===== src/rtl/pc_pkg.sv =====
// Shared definitions for the fetch program-counter sequencer: parameter
// defaults, the next-PC select encoding and a destination alignment helper.
package pc_pkg;

  localparam logic [31:0] PC_RESET_VECTOR_DEFAULT = 32'h0000_0000;
  localparam int unsigned PC_INC_DEFAULT          = 4;
  localparam int unsigned PC_RAS_DEPTH_DEFAULT    = 4;

  typedef enum logic [1:0] {
    PC_HOLD     = 2'd0,
    PC_SEQ      = 2'd1,
    PC_REDIRECT = 2'd2,
    PC_RET      = 2'd3
  } pc_sel_e;

  // True when the low log2(inc) bits of addr are zero; inc is a power of two.
  function automatic logic pc_is_aligned(input logic [31:0] addr,
                                         input int unsigned inc);
    logic [31:0] mask;
    mask = inc - 32'd1;
    return (addr & mask) == 32'd0;
  endfunction

endpackage


===== src/rtl/pc_sequencer_ras_stack.sv =====
// Circular return-address stack: LIFO with push, pop, full/empty status and
// sticky overflow/underflow flags. A push while full overwrites the oldest entry.
module ras_stack
  import pc_pkg::*;
#(
  parameter int unsigned WIDTH     = 32,
  parameter int unsigned RAS_DEPTH = PC_RAS_DEPTH_DEFAULT
) (
  input  logic             Clk,
  input  logic             Reset,
  input  logic             Push,
  input  logic             Pop,
  input  logic [WIDTH-1:0] PushData,
  output logic [WIDTH-1:0] TopData,
  output logic             Full,
  output logic             Empty,
  output logic             Overflow,
  output logic             Underflow
);

  localparam int unsigned PTR_W = $clog2(RAS_DEPTH);
  localparam int unsigned CNT_W = $clog2(RAS_DEPTH + 1);

  logic [WIDTH-1:0] mem [RAS_DEPTH];
  logic [PTR_W-1:0] wr_ptr;
  logic [CNT_W-1:0] count;
  logic [PTR_W-1:0] top_ptr;

  // wr_ptr names the next free slot; when full it also names the oldest entry,
  // so a wrapped push naturally overwrites it.
  assign top_ptr = wr_ptr - PTR_W'(1);
  assign TopData = mem[top_ptr];
  assign Full    = (count == CNT_W'(RAS_DEPTH));
  assign Empty   = (count == '0);

  always_ff @(posedge Clk or posedge Reset) begin
    if (Reset) begin
      wr_ptr    <= '0;
      count     <= '0;
      Overflow  <= 1'b0;
      Underflow <= 1'b0;
    end else if (Push) begin
      wr_ptr <= wr_ptr + PTR_W'(1);
      if (Full) begin
        Overflow <= 1'b1;
      end else begin
        count <= count + CNT_W'(1);
      end
    end else if (Pop) begin
      if (Empty) begin
        Underflow <= 1'b1;
      end else begin
        wr_ptr <= top_ptr;
        count  <= count - CNT_W'(1);
      end
    end
  end

  // Entry contents are don't-care after reset, so the array carries no reset.
  always_ff @(posedge Clk) begin
    if (Push) begin
      mem[wr_ptr] <= PushData;
    end
  end

endmodule


===== src/rtl/pc_sequencer.sv =====
// Fetch PC register with stall, redirect and call/return through a circular RAS.
// Optional destination alignment check enabled by defining PC_ALIGN_CHECK_EN.
module pc_sequencer
  import pc_pkg::*;
#(
  parameter int unsigned     WIDTH        = 32,
  parameter logic [WIDTH-1:0] RESET_VECTOR = WIDTH'(PC_RESET_VECTOR_DEFAULT),
  parameter int unsigned     INC          = PC_INC_DEFAULT,
  parameter int unsigned     RAS_DEPTH    = PC_RAS_DEPTH_DEFAULT
) (
  input  logic             Clk,
  input  logic             Reset,
  input  logic             Stall,
  input  logic             Redirect,
  input  logic             Call,
  input  logic             Ret,
  input  logic [WIDTH-1:0] Target,
  output logic [WIDTH-1:0] PCResult,
  output logic [WIDTH-1:0] PCPlusInc,
  output logic             RasEmpty,
  output logic             RasFull,
  output logic             RasOverflow,
  output logic             RasUnderflow,
  output logic             Misaligned
);

  pc_sel_e          sel;
  logic             ras_push;
  logic             ras_pop;
  logic [WIDTH-1:0] ras_top;
  logic [WIDTH-1:0] dest;
  logic [WIDTH-1:0] pc_next;

  assign PCPlusInc = PCResult + WIDTH'(INC);

  ras_stack #(
    .WIDTH     (WIDTH),
    .RAS_DEPTH (RAS_DEPTH)
  ) u_ras (
    .Clk       (Clk),
    .Reset     (Reset),
    .Push      (ras_push),
    .Pop       (ras_pop),
    .PushData  (PCPlusInc),
    .TopData   (ras_top),
    .Full      (RasFull),
    .Empty     (RasEmpty),
    .Overflow  (RasOverflow),
    .Underflow (RasUnderflow)
  );

  // Priority: stall, return, redirect (optionally with call), sequential.
  // A return on an empty stack still pops so the stack records the underflow.
  always_comb begin
    sel      = PC_SEQ;
    ras_push = 1'b0;
    ras_pop  = 1'b0;
    if (Stall) begin
      sel = PC_HOLD;
    end else if (Ret) begin
      ras_pop = 1'b1;
      sel     = RasEmpty ? PC_SEQ : PC_RET;
    end else if (Redirect) begin
      sel      = PC_REDIRECT;
      ras_push = Call;
    end
  end

  always_comb begin
    case (sel)
      PC_HOLD:     dest = PCResult;
      PC_REDIRECT: dest = Target;
      PC_RET:      dest = ras_top;
      default:     dest = PCPlusInc;
    endcase
  end

`ifdef PC_ALIGN_CHECK_EN
  logic bad_dest;

  assign bad_dest = ((sel == PC_REDIRECT) || (sel == PC_RET)) &&
                    !pc_is_aligned(32'(dest), INC);
  assign pc_next  = bad_dest ? PCPlusInc : dest;

  always_ff @(posedge Clk or posedge Reset) begin
    if (Reset) begin
      Misaligned <= 1'b0;
    end else begin
      Misaligned <= bad_dest;
    end
  end
`else
  assign pc_next    = dest;
  assign Misaligned = 1'b0;
`endif

  always_ff @(posedge Clk or posedge Reset) begin
    if (Reset) begin
      PCResult <= RESET_VECTOR;
    end else begin
      PCResult <= pc_next;
    end
  end

endmodule


===== config.mk =====
export PLATFORM = sky130hd
export DESIGN_NAME = pc_sequencer
export DESIGN_NICKNAME = d
export VERILOG_FILES = /design/src/rtl/pc_pkg.sv /design/src/rtl/pc_sequencer_ras_stack.sv /design/src/rtl/pc_sequencer.sv
export SDC_FILE = /design/constraint.sdc
export NUM_CORES = 1
export LEC_CHECK = 0
export ABC_AREA = 0
export CAP_MARGIN = 20
export CORE_MARGIN = 4
export CORE_UTILIZATION = 34
export DETAILED_ROUTE_END_ITERATION = 16
export GPL_ROUTABILITY_DRIVEN = 0
export GPL_TIMING_DRIVEN = 0
export PLACE_DENSITY = 0.58
export SYNTH_ARGS = -nofsm -noshare
export SYNTH_HDL_FRONTEND = slang
export SYNTH_HIERARCHICAL = 1
export SYNTH_SLANG_ARGS = --single-unit

===== constraint.sdc =====
create_clock -name Clk -period 2.5 [get_ports Clk]
set_clock_uncertainty 0.1 [all_clocks]
set_input_delay 0.5 -clock Clk [delete_from_list [all_inputs] [get_ports Clk]]
set_output_delay 0.5 -clock Clk [all_outputs]
set_load 0.005 [all_outputs]

==> results.cfg, run 1 <==
[layout]
drive_gt1_share_pct = 44.2
regArea_sq_um = 4840
multi_input_area_sq_um = 3590
utilization_pct = 51.8
n_antenna_cell = 0
nFillCells = 1819
num-nets-final = 862
area_growth_pct = 47.8

[routing]
via_per_inst = 5.51
drc_errors = 0
first_pass_iters = 5
routed_wl_mm = 26.6
vias = 6308
ant_nets = 0
avgRoutedWirePerCell_um = 23.2
drt_first_iter_violations = 681

[synthesis]
yosys.area_share.xor_xnor_pct = 3.05
ys_warn_count = 6
synthAdderAreaFrac_pct = 1.03
netlist_top_cells_count = 128 x edfxtp_1, 39 x dfrtp_1, 29 x mux4_2
synth_top_family_by_area = compound AO/OA/AOI/OAI gates
synth_edf_count = 128
synth_cells = 561
synth_area_leaders = edfxtp_1 48%, dfrtp_1 12%, mux4_2 8.1%, xnor2_1 2.6%, a221o_1 1.4%
netlist_area_sq_um = 8030
synth_async_sr_flop_share_pct = 23.4
yosysMostFrequentCell = edfxtp_1
yosys.area.top_type = edfxtp_1
synth_simple_gate_area_share_pct = 10.8
yosys.cell_types.count = 71
synthMuxAreaShare_pct = 9.36
ys_seq_elements = 167
syn_nets = 605
ys_seq_area_share_pct = 60.0
synth_flop_cell = edfxtp_1
syn_avg_cell_area_sq_um = 14.3
synth-compound-area-share_pct = 11.5
yosysTopAreaCellShare_pct = 47.9

[sta]
timing.final.ws_setup_ps = -164
fin_crit_sh_pct = 107
rsz0062_at_grt = true
setup_viol = 18
fin_crit_ps = 2660
finalMaxSlewViolations = 0
fin_tns_setup_ps = -1360
hold_viol_final = 0
relSlewSlack_pct = 46.8
worst_pin_slew_ps = 799
max_freq_mhz = 375

[worst_setup_path]
cpPeakStageDelay_ps = 390
reg2reg_depth = 9
end_kind = output port
crit_type = reg2out
r2r_end = PCResult[23]
endpoint = PCPlusInc[30]
crit_required_ps = 1900
start_kind = register
critical_path.cell_chain = buf_6 > nand4_4 > nor4_4 > buf_4 > nand2_4 > xnor2_2 > buf_2
r2r-start = u_ras/wr_ptr[0]
ff2ff_setup_slack_ps = -50
slowest_stage = dfrtp_1
critPathLaunch = PCResult[23]
worstPathMaxFanout = 5
cp.arrival_ps = 2060

[cts]
cts-buffers-inserted = 17
cts-root-buf = clkbuf_16
clock_sinks = 167
htreeDepth = 4
cts_tree = built
insertion_delay_ps = 430
clkTransAtPathRegs_ps = 60
cts_buffer_depth = 2
ctsHoldBuffers = 0

[die]
die_x_um = 162
dieArea_sq_um = 26100
die_h_um = 162
core_area_sq_um = 22900
fp-row-count = 55
pin_count = 107
start_util_pct = 35.0

[run_status]
violations = setup timing
status = finished, violations left

[placed_design]
portBuffers = 105
dp_hpwl_mm = 15.6

[pwr]
power_density_nw_per_um2 = 1190
power.leakage_uw = 0.00449
total_power_uw = 14200
vdd_drop_max_mv = 0.467

[global_routing]
antenna_found_initial = 0
grt_usage_pct = 19.9
grt.overflow.total = 0
grt_max_degree = 33
grt_pass1_wl_mm = 38.8
first_global_vias = 6457

[run]
drv_cap = 0

[hold_path]
min_path_type = in2async
metrics by stage:
stage | worst slack, ps | hold slack [ps] | std cells | area (sq um)
floorplan | 20.3 | 203 | 561 | 8070
global placement | -1010 | 356 | 979 | 9510
detailed placement | -1070 | 361 | 979 | 9510
CTS | -141 | 287 | 1116 | 11500
global route | -243 | 321 | 1144 | 11900
finish | -164 | 294 | 1144 | 11900
power breakdown:
part | switching (uW) | internal, uW | leakage [uW] | total, uW
logic | 3430 | 3920 | 0.00266 | 7350
clock network | 1100 | 1500 | 0.000272 | 2600
registers | 499 | 3730 | 0.00156 | 4230
total | 5030 | 9150 | 0.00449 | 14200
timing repair:
| action | CTS | global route |
|---|---|---|
| gates cloned | 4 | 0 |
| setup endpoints to repair | 206 | 41 |
| setup buffers | 103 | 29 |
| resized for setup | 267 | 33 |
| pin swaps | 61 | 39 |
registers in the layout, summed over array words and instances, names as in the netlist:
signal	flops
u_ras/wr_ptr	2
u_ras/Underflow	1
u_ras/count	3
u_ras/mem	128
u_ras/Overflow	1
PCResult	32
worst min-delay path by stage:
stage,end,cells past startpoint,startpoint
after floorplan,u_ras/Overflow,1,Reset
after global placement,u_ras/Overflow,1,u_ras/Overflow
after detailed placement,u_ras/Overflow,1,u_ras/Overflow
after CTS,u_ras/count[2],2,Reset
after global routing,u_ras/count[1],2,Reset
final,u_ras/Overflow,2,Reset
critical path, delay by kind of cell, from the launching register on:
family	cells	cell delay, ps
XOR/XNOR	1	150
flip-flops	1	390
buffers and inverters	3	500
AND/OR/NAND/NOR	3	580
logic make-up after synthesis:
logic type / count (synthesis)
compound gates: 125
simple gates: 138
fa+ha+maj: 6
other cells: 1
buf+inv: 62
mux: 34
flops: 167
xor+xnor: 28
layout by cell type (no fill, tap or decap), types with 13 or more instances in the layout:
cell type	n
mux4_2	29
o21ai_0	18
a22oi_1	13
nor2_1	14
buf_2	31
edfxtp_1	128
dfrtp_1	19
dfrtp_2	20
a21oi_1	15
clkdlybuf4s50_1	74
xnor2_2	15
inv_1	19
buf_4	116
nand2_1	18
buf_6	25
clkbuf_16	17
cell type report:
type / count / share of cell area, %
flip-flops and latches: 167 / 40.8
well taps: 313 / 3.30
clock inverters: 11 / 1.03
multi-input cells: 336 / 30.2
inverters: 23 / 0.748
clock buffers: 21 / 3.79
plain buffers: 36 / 3.09
repair buffers: 237 / 17.0
routing by layer:
metal,share of wire [%],track usage [%],vias up
met2,49,33.4,300
met4,4.4,10.0,0
met3,6.6,3.63,88
met1,40,24.9,3173
met5,0,0,-
li1,-,-,2747
Note: power is estimated with default switching activity, not from simulation.
==> run 2, diff against run 1 <==
--- a/config.mk
+++ b/config.mk
@@ -15,5 +15,4 @@
 export PLACE_DENSITY = 0.58
 export SYNTH_ARGS = -nofsm -noshare
 export SYNTH_HDL_FRONTEND = slang
-export SYNTH_HIERARCHICAL = 1
 export SYNTH_SLANG_ARGS = --single-unit
==> constraint.sdc (replaced) <==
create_clock -name Clk -period 2.5 [get_ports Clk]
set_clock_uncertainty 0.1 [all_clocks]
set_input_delay 0.375 -clock Clk [delete_from_list [all_inputs] [get_ports Clk]]
set_output_delay 0.375 -clock Clk [all_outputs]
set_load 0.005 [all_outputs]
==> results.cfg, run 2 <==
[run_status]
status = finished, violations left
violations = setup timing

[layout]
regArea_sq_um = 4850
layout_common_cells = 128 x edfxtp_1, 87 x buf_4, 78 x clkdlybuf4s50_1
n_antenna_cell = 0
reg_top3 = u_ras.mem (128), PCResult (32), u_ras.count (3)
area_growth_pct = 50.8
multi_input_area_sq_um = 3190
largest_reg_flops = 128
nFillCells = 1762
top_register = u_ras.mem
num-nets-final = 770
final_common_cell = edfxtp_1
drive_gt1_share_pct = 44.0

[sta]
rsz0062_at_grt = true
relSlewSlack_pct = 48.6
max_freq_mhz = 365
worst_pin_slew_ps = 770
fin_hold_ws_ps = 31.0
fin_crit_ps = 2740
finalMaxSlewViolations = 0
fin_crit_sh_pct = 110
fin_tns_setup_ps = -2670
hold_viol_final = 0
setup_viol = 19
timing.final.ws_setup_ps = -238

[synthesis]
syn_avg_cell_area_sq_um = 15.2
syn_nets = 535
yosys.area.top_type = edfxtp_1
netlist_top_cells_count = 128 x edfxtp_1, 39 x dfrtp_1, 32 x mux4_2
yosys.cell_types.count = 60
ys_warn_count = 0
synth_async_sr_flop_share_pct = 23.4
netlist_area_sq_um = 7480
yosysTopAreaCellShare_pct = 51.4
synth_area_leaders = edfxtp_1 51%, dfrtp_1 13%, mux4_2 9.6%, xnor2_1 2.5%, o31a_1 1.4%
ys_seq_area_share_pct = 64.4
synth_cells = 491
synth_edf_count = 128
ys_seq_elements = 167
synth_flop_cell = edfxtp_1
yosysMostFrequentCell = edfxtp_1

[worst_setup_path]
reg2reg_depth = 10
worst-path-buf-inv = 4
ff2ff_setup_slack_ps = 80
critical_path.cell_chain = buf_6 > nand4_4 > buf_4 > buf_6 > or4_4 > xnor2_4 > buf_2
cp_num_cells = 7
r2r-start = u_ras.wr_ptr[0]
end_kind = output port
start_kind = register
crit_family = simple AND/OR/NAND/NOR gates
crit_required_ps = 2030
cpPeakStageDelay_ps = 570
critPathLaunch = PCResult[6]
slowest_stage = or4_4
worstPathMaxFanout = 6
timing.critical_path.mode_cell = buf_6
crit_type = reg2out
r2r_end = PCResult[19]
cp.arrival_ps = 2260

[pwr]
power_density_nw_per_um2 = 1110
swShare_pct = 32.8
vdd_drop_max_mv = 0.485
p_comb_share_pct = 44.5
power.leakage_uw = 0.00420
cellInternalPower_uw = 8400
switching_power_uw = 4110
clkPwrFrac_pct = 21.9
power_frac_seq_pct = 33.6

[cts]
cts-buffers-inserted = 17
insertion_delay_ps = 420
clkTransAtPathRegs_ps = 60
cts_tree = built
cts-root-buf = clkbuf_16
htreeDepth = 4
clock_sinks = 167
cts_buffer_depth = 2

[global_routing]
grt.overflow.total = 0
grt_max_degree = 38
grt_usage_pct = 18.9
grt_pass1_wl_mm = 34.6
antenna_found_initial = 0
first_global_vias = 5796

[routing]
routed_wl_mm = 23.5
first_pass_iters = 7
wl_met2_mm = 11.7
via_per_inst = 5.52
drc_errors = 0
vias = 5624
top_layer_used = met4
drt-met1-wl_mm = 9.27
avgRoutedWirePerCell_um = 23.0
wl_met3_mm = 1.82
ant_nets = 0
drt_first_iter_violations = 585

[die]
core_area_sq_um = 21800
dieArea_sq_um = 24400
pin_count = 107
fp-row-count = 54
start_util_pct = 34.4
die_h_um = 156
die_x_um = 156

[run]
drv_cap = 0

[placed_design]
dp_hpwl_mm = 14.4
portBuffers = 104

[hold_path]
min_path_type = in2async
## run 2: cell types whose count changed in the layout (fill, tap and decap cells not counted), sizes merged, moves of 8 or more
| cell | before | now |
|---|---|---|
| a211oi | 11 | 1 |
| nand2 | 24 | 14 |
| a222oi | 0 | 8 |
| o31a | 0 | 12 |
| buf | 185 | 145 |
| clkbuf | 29 | 37 |
| a221o | 11 | 2 |
| and2 | 16 | 4 |
## run 2: cell type report
| type | count | area share, % |
|---|---|---|
| inverter | 20 | 0.665 |
| clock buffer | 17 | 3.77 |
| tap | 280 | 3.11 |
| timing repair buffer | 217 | 17.5 |
| multi-input combinational | 273 | 28.3 |
| clock inverter | 15 | 1.62 |
| sequential | 167 | 43.0 |
| buffer | 30 | 2.02 |
## run 2: worst reg2reg max path: cells and delay by family, from the launching register on
family / cells / cell delay, ps
AOI/OAI and AO/OA: 3 / 540
adders and majority gates: 1 / 280
buffers and inverters: 5 / 680
DFF: 1 / 390
muxes: 1 / 310
## run 2: layer usage
layer | up-vias | track usage, %
met5 | - | 0
met4 | 0 | 6.53
met3 | 60 | 4.31
met2 | 277 | 32.0
met1 | 2862 | 24.1
li1 | 2425 | -
## run 2: worst max path at each step
stage / to
floorplan: PCResult[1]
global route: PCPlusInc[25]
CTS: PCPlusInc[25]
finish: PCPlusInc[15]
detailed placement: PCPlusInc[23]
global placement: u_ras.mem[3][15]
## run 2: power groups by stage
stage | registers (uW) | clock network (uW) | logic, uW
3_5_place_dp | 4210 | 0 | 4030
2_1_floorplan | 4080 | 0 | 2220
6_report | 4200 | 2740 | 5570
4_1_cts | 4160 | 2780 | 5310
3_3_place_gp | 4200 | 0 | 3920
5_1_grt | 4250 | 2890 | 5940
## run 2: stage by stage
step / worst slack (ps) / instances / utilization (%) / instance area (sq um) / power [uW]
CTS: -222 / 1000 / 50.6 / 11000 / 12200
global placement: -1150 / 875 / 40.8 / 8880 / 8120
detailed placement: -733 / 880 / 41.4 / 9010 / 8240
floorplan: 10.1 / 491 / - / 7490 / 6290
global route: -332 / 1019 / 51.9 / 11300 / 13100
finish: -238 / 1019 / 51.9 / 11300 / 12500
## run 2: cells by family (layout without fill, tap and decap cells)
logic type	Yosys count	count (layout)	synth area share, %
xor gates and xnor gates	31	31	3.63
DFF	167	167	64.4
and+or+nand+nor	93	93	7.63
muxes	36	36	10.2
other	1	1	0.0501
adders and majority gates	6	6	1.10
AOI/OAI and AO/OA	106	106	10.1
buffers and inverters	51	299	2.86
## run 2: repair_timing
action	in CTS	in global routing
cloned	1	0
pin swaps	42	21
buffers inserted	89	24
setup endpoints to repair	75	54
hold buffers	0	0
resized for setup	247	35
